$ cat src/rtl/frame_row_writer_pkg.sv
// Shared types and geometry helpers for the frame row writer.
// The command encoding matches the line-buffer producer's 2-bit command field.
package frame_writer_pkg;

   typedef enum logic [1:0] {
      CMD_NONE        = 2'd0,
      CMD_FRAME_START = 2'd1,
      CMD_ROW_READY   = 2'd2,
      CMD_FRAME_END   = 2'd3
   } cmd_t;

   typedef enum logic [2:0] {
      ST_IDLE,
      ST_CMD_DECODE,
      ST_ROW_REQ,
      ST_ROW_STREAM,
      ST_ROW_FLUSH
   } state_t;

   // Width of the row/burst/beat counters; far above any supported frame geometry.
   localparam int CNT_W = 16;

   // Two RGB565 pixels per 32-bit word.
   function automatic int words_per_row(input int frame_width);
      return frame_width / 2;
   endfunction

   function automatic int bursts_per_row(input int frame_width, input int burst_words);
      return (frame_width / 2) / burst_words;
   endfunction

endpackage

$ cat src/rtl/frame_row_writer_if.sv
// Command and PSRAM write-burst bus of the frame row writer.
// master = the writer itself, slave = the surrounding producer/controller side.
interface frame_row_writer_if #(
   parameter int ADDR_WIDTH = 21
) ();
   logic [1:0]            command_data;
   logic                  command_data_valid;
   logic                  mem_controller_rdy;
   logic                  wr_cmd_valid;
   logic                  wr_cmd_ready;
   logic [ADDR_WIDTH-1:0] wr_cmd_addr;
   logic [31:0]           wr_data;
   logic                  wr_data_valid;
   logic                  wr_data_ready;

   modport master (
      input  command_data, command_data_valid, wr_cmd_ready, wr_data_ready,
      output mem_controller_rdy, wr_cmd_valid, wr_cmd_addr, wr_data, wr_data_valid
   );

   modport slave (
      output command_data, command_data_valid, wr_cmd_ready, wr_data_ready,
      input  mem_controller_rdy, wr_cmd_valid, wr_cmd_addr, wr_data, wr_data_valid
   );
endinterface

$ cat src/rtl/frame_row_writer_prefetch.sv
// Small first-word-fall-through FIFO holding row-buffer words read ahead of the PSRAM beats.
// Depth need not be a power of two; pointers wrap explicitly.
module row_prefetch_fifo #(
   parameter int DEPTH = 4,
   parameter int WIDTH = 32
) (
   input  logic                       clk_mem,
   input  logic                       reset_n,
   input  logic                       push_i,
   input  logic [WIDTH-1:0]           din_i,
   input  logic                       pop_i,
   output logic [WIDTH-1:0]           dout_o,
   output logic [$clog2(DEPTH+1)-1:0] count_o
);
   localparam int PW = $clog2(DEPTH);
   localparam int CW = $clog2(DEPTH + 1);

   logic [WIDTH-1:0] mem_q [DEPTH];
   logic [PW-1:0]    wr_ptr_q, rd_ptr_q;
   logic [CW-1:0]    count_q;

   function automatic logic [PW-1:0] ptr_inc(input logic [PW-1:0] p);
      return (p == PW'(DEPTH - 1)) ? '0 : p + PW'(1);
   endfunction

   always_ff @(posedge clk_mem) begin
      if (push_i) mem_q[wr_ptr_q] <= din_i;
   end

   always_ff @(posedge clk_mem or negedge reset_n) begin
      if (!reset_n) begin
         wr_ptr_q <= '0;
         rd_ptr_q <= '0;
         count_q  <= '0;
      end else begin
         if (push_i) wr_ptr_q <= ptr_inc(wr_ptr_q);
         if (pop_i)  rd_ptr_q <= ptr_inc(rd_ptr_q);
         count_q <= count_q + CW'(push_i) - CW'(pop_i);
      end
   end

   assign dout_o  = mem_q[rd_ptr_q];
   assign count_o = count_q;

   assert property (@(posedge clk_mem) disable iff (!reset_n)
                    !(push_i && !pop_i && count_q == CW'(DEPTH)));
   assert property (@(posedge clk_mem) disable iff (!reset_n)
                    !(pop_i && count_q == '0));
endmodule

$ cat src/rtl/frame_row_writer.sv
// Drains completed line-buffer rows into a double-buffered PSRAM frame store as fixed bursts,
// tracking frame start/row/end commands and flagging frames with the wrong row count.
module frame_row_writer
   import frame_writer_pkg::*;
#(
   parameter int FRAME_WIDTH     = 640,
   parameter int FRAME_HEIGHT    = 480,
   parameter int BURST_WORDS     = 32,
   parameter int LINE_RD_LATENCY = 2,
   parameter int FRAME_BASE0     = 0,
   parameter int ADDR_WIDTH      = 21
) (
   input  logic                      clk_mem,
   input  logic                      reset_n,
   frame_row_writer_if.master        bus,
   output logic [9:0]                line_addr,
   input  logic [31:0]               line_data,
   output logic                      frame_done,
   output logic                      frame_error,
   output logic                      display_buffer
);
   localparam int WPR        = words_per_row(FRAME_WIDTH);
   localparam int BPR        = bursts_per_row(FRAME_WIDTH, BURST_WORDS);
   localparam int FIFO_DEPTH = LINE_RD_LATENCY + 2;
   localparam int CW         = $clog2(FIFO_DEPTH + 1);
   localparam int STORE1     = FRAME_BASE0 + WPR * FRAME_HEIGHT;

   state_t                 state_q, state_d;
   cmd_t                   cmd_q, cmd_d;
   logic                   run_q;
   logic                   in_frame_q, in_frame_d;
   logic [CNT_W-1:0]       row_cnt_q, row_cnt_d;
   logic [CNT_W-1:0]       burst_idx_q, burst_idx_d;
   logic [CNT_W-1:0]       beat_q, beat_d;
   logic                   write_store_q, write_store_d;
   logic                   display_q, display_d;
   logic                   done_q, done_d, err_q, err_d;
   logic [9:0]             rd_addr_q, rd_addr_d;
   logic                   rd_done_q, rd_done_d;
   logic [LINE_RD_LATENCY-1:0] rd_pipe_q;

   logic [CW-1:0] fifo_count;
   logic [31:0]   fifo_dout;
   logic          fifo_pop, rd_en;
   int            in_flight;

   row_prefetch_fifo #(.DEPTH(FIFO_DEPTH), .WIDTH(32)) u_fifo (
      .clk_mem (clk_mem),
      .reset_n (reset_n),
      .push_i  (rd_pipe_q[LINE_RD_LATENCY-1]),
      .din_i   (line_data),
      .pop_i   (fifo_pop),
      .dout_o  (fifo_dout),
      .count_o (fifo_count)
   );

   // Issue a read only when every outstanding word is guaranteed a FIFO slot.
   always_comb begin
      in_flight = 0;
      for (int i = 0; i < LINE_RD_LATENCY; i++) in_flight += int'(rd_pipe_q[i]);
      rd_en = (state_q == ST_ROW_REQ || state_q == ST_ROW_STREAM) && !rd_done_q &&
              (int'(fifo_count) + in_flight < FIFO_DEPTH);
   end

   assign bus.mem_controller_rdy = (state_q == ST_IDLE) && run_q;
   assign bus.wr_cmd_valid       = (state_q == ST_ROW_REQ);
   assign bus.wr_data_valid      = (state_q == ST_ROW_STREAM) && (fifo_count != '0);
   assign bus.wr_data            = bus.wr_data_valid ? fifo_dout : 32'd0;
   assign bus.wr_cmd_addr        = (write_store_q ? ADDR_WIDTH'(STORE1) : ADDR_WIDTH'(FRAME_BASE0))
                                 + ADDR_WIDTH'(row_cnt_q) * ADDR_WIDTH'(WPR)
                                 + ADDR_WIDTH'(burst_idx_q) * ADDR_WIDTH'(BURST_WORDS);
   assign fifo_pop       = bus.wr_data_valid && bus.wr_data_ready;
   assign line_addr      = rd_addr_q;
   assign frame_done     = done_q;
   assign frame_error    = err_q;
   assign display_buffer = display_q;

   always_comb begin
      state_d       = state_q;
      cmd_d         = cmd_q;
      in_frame_d    = in_frame_q;
      row_cnt_d     = row_cnt_q;
      burst_idx_d   = burst_idx_q;
      beat_d        = beat_q;
      write_store_d = write_store_q;
      display_d     = display_q;
      done_d        = 1'b0;
      err_d         = 1'b0;
      rd_addr_d     = rd_addr_q;
      rd_done_d     = rd_done_q;

      // Address saturates on the last word so line_addr never leaves the row.
      if (rd_en) begin
         if (rd_addr_q == 10'(WPR - 1)) rd_done_d = 1'b1;
         else                           rd_addr_d = rd_addr_q + 10'd1;
      end

      case (state_q)
         ST_IDLE: begin
            if (bus.command_data_valid && run_q) begin
               cmd_d   = cmd_t'(bus.command_data);
               state_d = ST_CMD_DECODE;
            end
         end
         ST_CMD_DECODE: begin
            state_d = ST_IDLE;
            case (cmd_q)
               CMD_FRAME_START: begin
                  row_cnt_d  = '0;
                  in_frame_d = 1'b1;
               end
               CMD_ROW_READY: begin
                  if (in_frame_q) begin
                     burst_idx_d = '0;
                     beat_d      = '0;
                     rd_addr_d   = '0;
                     rd_done_d   = 1'b0;
                     state_d     = ST_ROW_REQ;
                  end
               end
               CMD_FRAME_END: begin
                  if (in_frame_q) begin
                     if (row_cnt_q == CNT_W'(FRAME_HEIGHT)) begin
                        done_d        = 1'b1;
                        display_d     = write_store_q;
                        write_store_d = ~write_store_q;
                     end else begin
                        err_d = 1'b1;
                     end
                  end
                  in_frame_d = 1'b0;
               end
               default: ;
            endcase
         end
         ST_ROW_REQ: begin
            if (bus.wr_cmd_ready) state_d = ST_ROW_STREAM;
         end
         ST_ROW_STREAM: begin
            if (fifo_pop) begin
               if (beat_q == CNT_W'(BURST_WORDS - 1)) begin
                  beat_d      = '0;
                  burst_idx_d = burst_idx_q + CNT_W'(1);
                  if (burst_idx_q == CNT_W'(BPR - 1)) begin
                     row_cnt_d = row_cnt_q + CNT_W'(1);
                     state_d   = ST_ROW_FLUSH;
                  end else begin
                     state_d   = ST_ROW_REQ;
                  end
               end else begin
                  beat_d = beat_q + CNT_W'(1);
               end
            end
         end
         ST_ROW_FLUSH: state_d = ST_IDLE;
         default:      state_d = ST_IDLE;
      endcase
   end

   always_ff @(posedge clk_mem or negedge reset_n) begin
      if (!reset_n) begin
         state_q       <= ST_IDLE;
         cmd_q         <= CMD_NONE;
         run_q         <= 1'b0;
         in_frame_q    <= 1'b0;
         row_cnt_q     <= '0;
         burst_idx_q   <= '0;
         beat_q        <= '0;
         write_store_q <= 1'b0;
         display_q     <= 1'b0;
         done_q        <= 1'b0;
         err_q         <= 1'b0;
         rd_addr_q     <= '0;
         rd_done_q     <= 1'b0;
         rd_pipe_q     <= '0;
      end else begin
         state_q       <= state_d;
         cmd_q         <= cmd_d;
         run_q         <= 1'b1;
         in_frame_q    <= in_frame_d;
         row_cnt_q     <= row_cnt_d;
         burst_idx_q   <= burst_idx_d;
         beat_q        <= beat_d;
         write_store_q <= write_store_d;
         display_q     <= display_d;
         done_q        <= done_d;
         err_q         <= err_d;
         rd_addr_q     <= rd_addr_d;
         rd_done_q     <= rd_done_d;
         rd_pipe_q     <= (rd_pipe_q << 1) | LINE_RD_LATENCY'(rd_en);
      end
   end

   // Every word read for a row has been written out by the time the row closes.
   assert property (@(posedge clk_mem) disable iff (!reset_n)
                    (state_q == ST_ROW_FLUSH) |-> (fifo_count == '0 && rd_pipe_q == '0));
endmodule
$ cat src/flat_wrapper.sv
// flat-port wrapper written by rule: the top's interface ports become plain ports
module frame_row_writer_flat import frame_writer_pkg::*;
#(
   parameter int FRAME_WIDTH     = 640,
   parameter int FRAME_HEIGHT    = 480,
   parameter int BURST_WORDS     = 32,
   parameter int LINE_RD_LATENCY = 2,
   parameter int FRAME_BASE0     = 0,
   parameter int ADDR_WIDTH      = 21
)
  (clk_mem, reset_n, line_addr, line_data, frame_done, frame_error, display_buffer, bus_command_data, bus_command_data_valid, bus_wr_cmd_ready, bus_wr_data_ready, bus_mem_controller_rdy, bus_wr_cmd_valid, bus_wr_cmd_addr, bus_wr_data, bus_wr_data_valid);
  frame_row_writer_if #(.ADDR_WIDTH(ADDR_WIDTH)) bus_i ();
  input  logic clk_mem;
  input  logic reset_n;
  output logic [9:0] line_addr;
  input  logic [31:0] line_data;
  output logic frame_done;
  output logic frame_error;
  output logic display_buffer;
  input wire logic [$bits(bus_i.command_data)-1:0] bus_command_data;
  input wire logic [$bits(bus_i.command_data_valid)-1:0] bus_command_data_valid;
  input wire logic [$bits(bus_i.wr_cmd_ready)-1:0] bus_wr_cmd_ready;
  input wire logic [$bits(bus_i.wr_data_ready)-1:0] bus_wr_data_ready;
  output wire logic [$bits(bus_i.mem_controller_rdy)-1:0] bus_mem_controller_rdy;
  output wire logic [$bits(bus_i.wr_cmd_valid)-1:0] bus_wr_cmd_valid;
  output wire logic [$bits(bus_i.wr_cmd_addr)-1:0] bus_wr_cmd_addr;
  output wire logic [$bits(bus_i.wr_data)-1:0] bus_wr_data;
  output wire logic [$bits(bus_i.wr_data_valid)-1:0] bus_wr_data_valid;
  assign bus_i.command_data = bus_command_data;
  assign bus_i.command_data_valid = bus_command_data_valid;
  assign bus_i.wr_cmd_ready = bus_wr_cmd_ready;
  assign bus_i.wr_data_ready = bus_wr_data_ready;
  assign bus_mem_controller_rdy = bus_i.mem_controller_rdy;
  assign bus_wr_cmd_valid = bus_i.wr_cmd_valid;
  assign bus_wr_cmd_addr = bus_i.wr_cmd_addr;
  assign bus_wr_data = bus_i.wr_data;
  assign bus_wr_data_valid = bus_i.wr_data_valid;
  frame_row_writer #(.FRAME_WIDTH(FRAME_WIDTH), .FRAME_HEIGHT(FRAME_HEIGHT), .BURST_WORDS(BURST_WORDS), .LINE_RD_LATENCY(LINE_RD_LATENCY), .FRAME_BASE0(FRAME_BASE0), .ADDR_WIDTH(ADDR_WIDTH)) u_core (.clk_mem(clk_mem), .reset_n(reset_n), .bus(bus_i), .line_addr(line_addr), .line_data(line_data), .frame_done(frame_done), .frame_error(frame_error), .display_buffer(display_buffer));
endmodule
$ cat config.mk
export PLATFORM = sky130hd
export DESIGN_NAME = frame_row_writer_flat
export DESIGN_NICKNAME = d
export VERILOG_FILES = /design/src/rtl/frame_row_writer_pkg.sv /design/src/rtl/frame_row_writer_if.sv /design/src/rtl/frame_row_writer_prefetch.sv /design/src/rtl/frame_row_writer.sv /design/src/flat_wrapper.sv
export SDC_FILE = /design/constraint.sdc
export NUM_CORES = 1
export LEC_CHECK = 0
export ABC_AREA = 0
export BUFFER_PORTS_ARGS = -buffer_cell sky130_fd_sc_hd__buf_4
export CAP_MARGIN = 30
export CORE_MARGIN = 4
export CORE_UTILIZATION = 59
export DETAILED_ROUTE_END_ITERATION = 7
export PLACE_DENSITY_LB_ADDON = 0.08
export SETUP_SLACK_MARGIN = 0.05
export SYNTH_ARGS = -nofsm -noshare
export SYNTH_HDL_FRONTEND = slang
export SYNTH_HIERARCHICAL = 1
export SYNTH_SLANG_ARGS = --single-unit
$ cat constraint.sdc
create_clock -name clk_mem -period 5.1 [get_ports clk_mem]
set_input_delay 1.02 -clock clk_mem [delete_from_list [all_inputs] [get_ports clk_mem]]
set_output_delay 1.02 -clock clk_mem [all_outputs]
set_load 0.005 [all_outputs]
======== Word-level counts from Yosys, hierarchy flattened ========
Memory sizes are Yosys's and may differ from the RTL's.
Index checks and enable logic that the tools add are counted.
cells by class
  $add $sub $neg .......................... 12
  multipliers ............................. 1
  order comparisons ....................... 1
  equality and inequality tests ........... 20
  mux-type cells .......................... 46
  bitwise gates (word level) .............. 2
  reduce and logical (&&, ||, !) cells .... 19
operator list
  cell                                                                           number
  16-bit 2-to-1 mux                                                              10
  16-bit case mux with 2 select lines                                            3
  10-bit 2-to-1 mux                                                              5
  16-bit by 1-bit adder with 16-bit output, second input constant                3
  21-bit adder                                                                   2
  4-bit by 32-bit adder with 32-bit output                                       1
  32-bit by 4-bit less-than comparator with 1-bit output, second input constant  1
  32-bit 2-to-1 mux                                                              1
  18-bit 2-to-1 mux                                                              1
  3-bit 2-to-1 mux                                                               6
  16-bit by 4-bit == test with 1-bit output, second input constant               1
  16-bit by 5-bit == test with 1-bit output, second input constant               1
  16-bit by 9-bit == test with 1-bit output, second input constant               1
  16-bit by 3-bit multiplier with 15-bit output, second input constant           1
  1-bit 2-to-1 mux                                                               15
  2-bit != test, second input constant                                           7
  3-bit case mux with 4 select lines                                             1
  4-bit AND reduction                                                            3
  10-bit by 1-bit adder with 10-bit output, second input constant                1
  10-bit by 9-bit == test with 1-bit output, second input constant               1
  5-bit AND reduction                                                            2
  2-bit == test, second input constant                                           4
  3-bit by 2-bit == test with 1-bit output, second input constant                2
  1-bit logical AND                                                              6
  17 further kinds                                                               22
word-level totals
  register bits ........................... 79
  RAM bits ................................ 128
  input bits .............................. 39
  output and inout bits ................... 69
  logic and storage cells ................. 119
  memories kept ........................... 1
memories
  name                 words  width  rd ports  clocked after memory_dff  write ports  line                             RTL
  u_core.u_fifo.mem_q  4      32     1         0                         1            frame_row_writer_prefetch.sv:18  logic [WIDTH-1:0] mem_q [DEPTH];

======== Longest topological paths before layout ========
  depth in word-level cells ............... 8
  depth in mapped cells ................... 17
  mapped depth without buffers ............ 17

======== Hierarchy ========
The synthesis kept the hierarchy.
modules (own cells, without submodules)
  module             times used  cells an instance  area an instance (µm²)  seq. area each (µm²)
  frame_row_writer   1           592                5322.6                  1801.7
  row_prefetch_fifo  1           202                5066.1                  4018.9

======== Worst setup path after synthesis ========
No wires, ideal clock.
  kind .................................... register to output
  start point ............................. register u_core.row_cnt_q[3]
  end point ............................... output bus_wr_cmd_addr[20]
  data arrival time ....................... 3.615 ns
  data required time ...................... 4.080 ns
  setup slack ............................. 0.465 ns
  stages on the path, launching flop included .. 18
  buffers on the path ..................... 0
  path through ............................ dfrtp_1 > ha_1 > ha_1 > fa_1 > a21o_1 > a21oi_1 > o21bai_1 > a21oi_1 > o21a_1 > xor2_1 > fa_1 > inv_1 > ha_1 > nor2_1 > o21ai_0 > o21ai_1 > xnor2_1 > xnor2_1
on the way
  word-level cells in the longest chain between the ends .. 3
RTL lines
  what                                           line                     RTL
  start, declared                                frame_row_writer.sv:32   logic [CNT_W-1:0] row_cnt_q, row_cnt_d;
  start signal, assigned                         frame_row_writer.sv:181  row_cnt_q <= row_cnt_d;
  16-bit by 3-bit multiplier with 15-bit output  frame_row_writer.sv:70   + ADDR_WIDTH'(row_cnt_q) * ADDR_WIDTH'(WPR)
  21-bit adder                                   frame_row_writer.sv:70
  21-bit adder                                   frame_row_writer.sv:71   + ADDR_WIDTH'(burst_idx_q) * ADDR_WIDTH'(BURST_WORDS);
  end, declared                                  flat_wrapper.sv:26       output wire logic [$bits(bus_i.wr_cmd_addr)-1:0] bus_wr_cmd_addr;
Every way passes these cells.

======== Final worst setup path ========
Ends and elaborated chain as after synthesis.

==> impl_metrics.json <==
{
  "vias": 6855,
  "power.total_mw": 5.39,
  "drtPass1Iterations": 5,
  "setup.worst_path.end_class": "output pin",
  "place.gp.congestion": 0.889,
  "avgSynthCellArea_sq_um": 13.1,
  "startpoint": "u_core/row_cnt_q[3]$_DFFE_PN0P_",
  "p_sw_mw": 1.54,
  "synth-edff-count": 128,
  "seqPwrFrac_pct": 41.6,
  "stdcell_count": 1159,
  "combPwrFrac_pct": 28.3,
  "drv_cap": 0,
  "design_area_sq_um": 12500,
  "grtUsageMet2_pct": 40.0,
  "grt_pass1_vias": 7230,
  "viasPerCell": 5.91,
  "routed_wl_mm": 22.3,
  "mostFrequentLayoutCells": "128 x edfxtp_1, 125 x buf_4, 77 x dfrtp_1",
  "drive_above_1_share_pct": 26.3,
  "grt_setup_unrepaired": "true",
  "grt-ovfl-total": 0,
  "antenna_found_initial": 0,
  "path_max_fanout": 3,
  "timing.final.ws_setup_ps": -113,
  "cts-root-buf": "clkbuf_16",
  "cts_buffers": 23,
  "drv_slew": 0,
  "regArea_sq_um": 5820,
  "worstMarginPinSlew_ps": 892,
  "use_met1_pct": 27.8,
  "switching_share_pct": 28.6,
  "die_area_sq_um": 19800,
  "placed_area_sq_um": 11400,
  "layout_commonest_cell": "edfxtp_1",
  "critPathKind": "flop to output pin",
  "rows": 48,
  "synth-seq-area-share_pct": 56.0,
  "skew_ps": 15.1,
  "synth_cells": 794,
  "h-tree-depth": 1,
  "final_util_pct": 72.3,
  "ys_warn_count": 6,
  "clkLatencyLatePin_ps": 510,
  "grt.busiest_layer": "met2",
  "netlist_area_sq_um": 10400,
  "fin_nets": 1025,
  "cts_tree": "yes",
  "grtUsageMet3_pct": 5.29,
  "multi_input_area_sq_um": 4580,
  "grt_max_degree": 43,
  "dp_cells": 1106,
  "wl_per_cell_microns": 19.2,
  "power.share.clock_pct": 30.2,
  "slew_headroom_pct": 40.3,
  "clk_pin_slew_worst_paths_ps": 70,
  "cellPowerDensity_nw_per_um2": 431,
  "synthArstFlopShare_pct": 38.2,
  "crit_required_ps": 4080,
  "die_w_microns": 141,
  "drtAntennaViolNets": 0,
  "ys_seq_elements": 207,
  "holdCritPathClass": "flop to flop",
  "hold_violations": 0,
  "power.leakage_nw": 5.24,
  "irDropWorstVdd_mv": 0.443,
  "drc": 0,
  "die_h_microns": 141,
  "grt_pass1_wl_mm": 36.5,
  "final-setup-viol-count": 4,
  "clock-sinks": 207,
  "fill_cells": 1141,
  "status": "complete, but fails checks",
  "violations": "setup timing",
  "synth_cell_types": 65,
  "synthFlopType": "edfxtp_1",
  "finalCritPeriodShare_pct": 102,
  "reg2reg_depth": 8,
  "ctsLongestPathBuffers": 3,
  "area.growth.synth_to_final_pct": 20.3,
  "fmax_mhz": 192,
  "min_period_ps": 5210,
  "track_usage_pct": 22.6,
  "antenna_cells": 0,
  "min_from": "u_core/rd_pipe_q[0]$_DFF_PN0_",
  "port_buffers": 102,
  "io_pins": 108,
  "arrival_ps": 4190,
  "drt_iter0_drc": 364,
  "holdPathStages": 0,
  "core_sq_um": 17300,
  "r2r_start": "u_core/state_q[1]$_DFFE_PN0P_",
  "start_util_pct": 60.1,
  "start_kind": "flop",
  "internal_power_mw": 3.85,
  "hpwl_mm": 14.7
}
cell type report:
class | instances | share of cell area, %
clock buffer | 27 | 4.72
clock inverter | 13 | 1.25
tap | 225 | 2.25
multi-input combinational | 533 | 36.6
sequential | 207 | 46.6
inverter | 26 | 0.781
timing repair buffer | 128 | 7.80
cell usage after synthesis (9+ instances only):
master	instances	area, sq um
o21ai_0	40	200
ha_1	60	751
mux4_2	28	631
xor2_1	30	263
clkbuf_1	14	52.6
inv_1	25	93.8
nand3_1	19	95.1
or3_1	9	56.3
xnor2_1	28	245
nand2b_1	9	56.3
nand2_1	47	176
dfrtp_1	79	1980
nor2_1	64	240
and3_1	46	288
a21oi_1	19	95.1
edfxtp_1	128	3840
nor4_1	9	56.3
nand4_1	15	93.8
and2_1	10	62.6
path summary, 6_finish.rpt:
kind / endpoint / slack (ps)
worst min register to register: u_core/rd_pipe_q[1]$_DFF_PN0_ / 400
min in group asynchronous: u_core/state_q[2]$_DFFE_PN0P_ / 490
worst min-delay path: u_core/rd_pipe_q[1]$_DFF_PN0_ / 400
max in group asynchronous: u_core/burst_idx_q[12]$_DFFE_PN0P_ / 4010
worst max register to register: u_core/row_cnt_q[14]$_DFFE_PN0P_ / 1930
worst max-delay path: bus_wr_cmd_addr[20] / -110
sequential cells by signal (all words and copies together) (netlist names), 2 cells and up:
name                    flops
u_core/rd_pipe_q            2
u_core/state_q              3
u_core/u_fifo/wr_ptr_q      2
u_core/burst_idx_q         16
u_core/line_addr           10
u_core/row_cnt_q           16
u_core/cmd_q                2
u_core/u_fifo/mem_q       128
u_core/beat_q              16
u_core/u_fifo/count_o       3
u_core/u_fifo/rd_ptr_q      2
kinds of logic after synthesis:
family          synth area share [%]
fa+ha+maj                       8.58
other cells                   0.0723
simple gates                    13.1
compound gates                  6.47
xor+xnor                        4.89
mux                             7.91
buf+inv                         2.95
flops                           56.0
timing repair:
| item | in CTS | in global routing |
|---|---|---|
| pin swaps | 23 | 31 |
| endpoints found under the setup margin | 5 | 7 |
| gates resized for setup | 34 | 21 |
| hold buffers | 0 | 0 |
| buffers inserted | 10 | 3 |
stage by stage:
stage               TNS, ps  setup slack, ps  hold WS (ps)
global route          -1010             -288           415
CTS                    -279             -120           404
global placement          0              155           371
detailed placement        0             36.5           379
finish                 -324             -113           397
floorplan                 0              465           360
metal layers:
metal / up-vias / share of wire (%)
met5: - / 0
met4: 0 / 2.6
met3: 41 / 6.4
met2: 210 / 52
met1: 3400 / 39
li1: 3204 / -
power groups by stage:
stage	combinational, mW	clock, mW	sequential, mW
5_1_grt	1.67	1.75	2.27
6_report	1.52	1.63	2.24
3_5_place_dp	1.53	0	2.28
2_1_floorplan	1.01	0	2.18
3_3_place_gp	1.50	0	2.26
4_1_cts	1.56	1.65	2.25
critical path: stages, from the launching register on:
cell	delay, ps
dfrtp_1	420
ha_4	270
ha_4	160
fa_2	360
xnor2_2	160
fa_1	510
inv_2	50
ha_4	240
or4_4	510
o21ai_2	80
nor2b_2	70
a41o_1	280
o21ai_2	180
xnor2_1	150
xnor2_1	130
buf_4	130
Power figures use the tool's default switching activity.
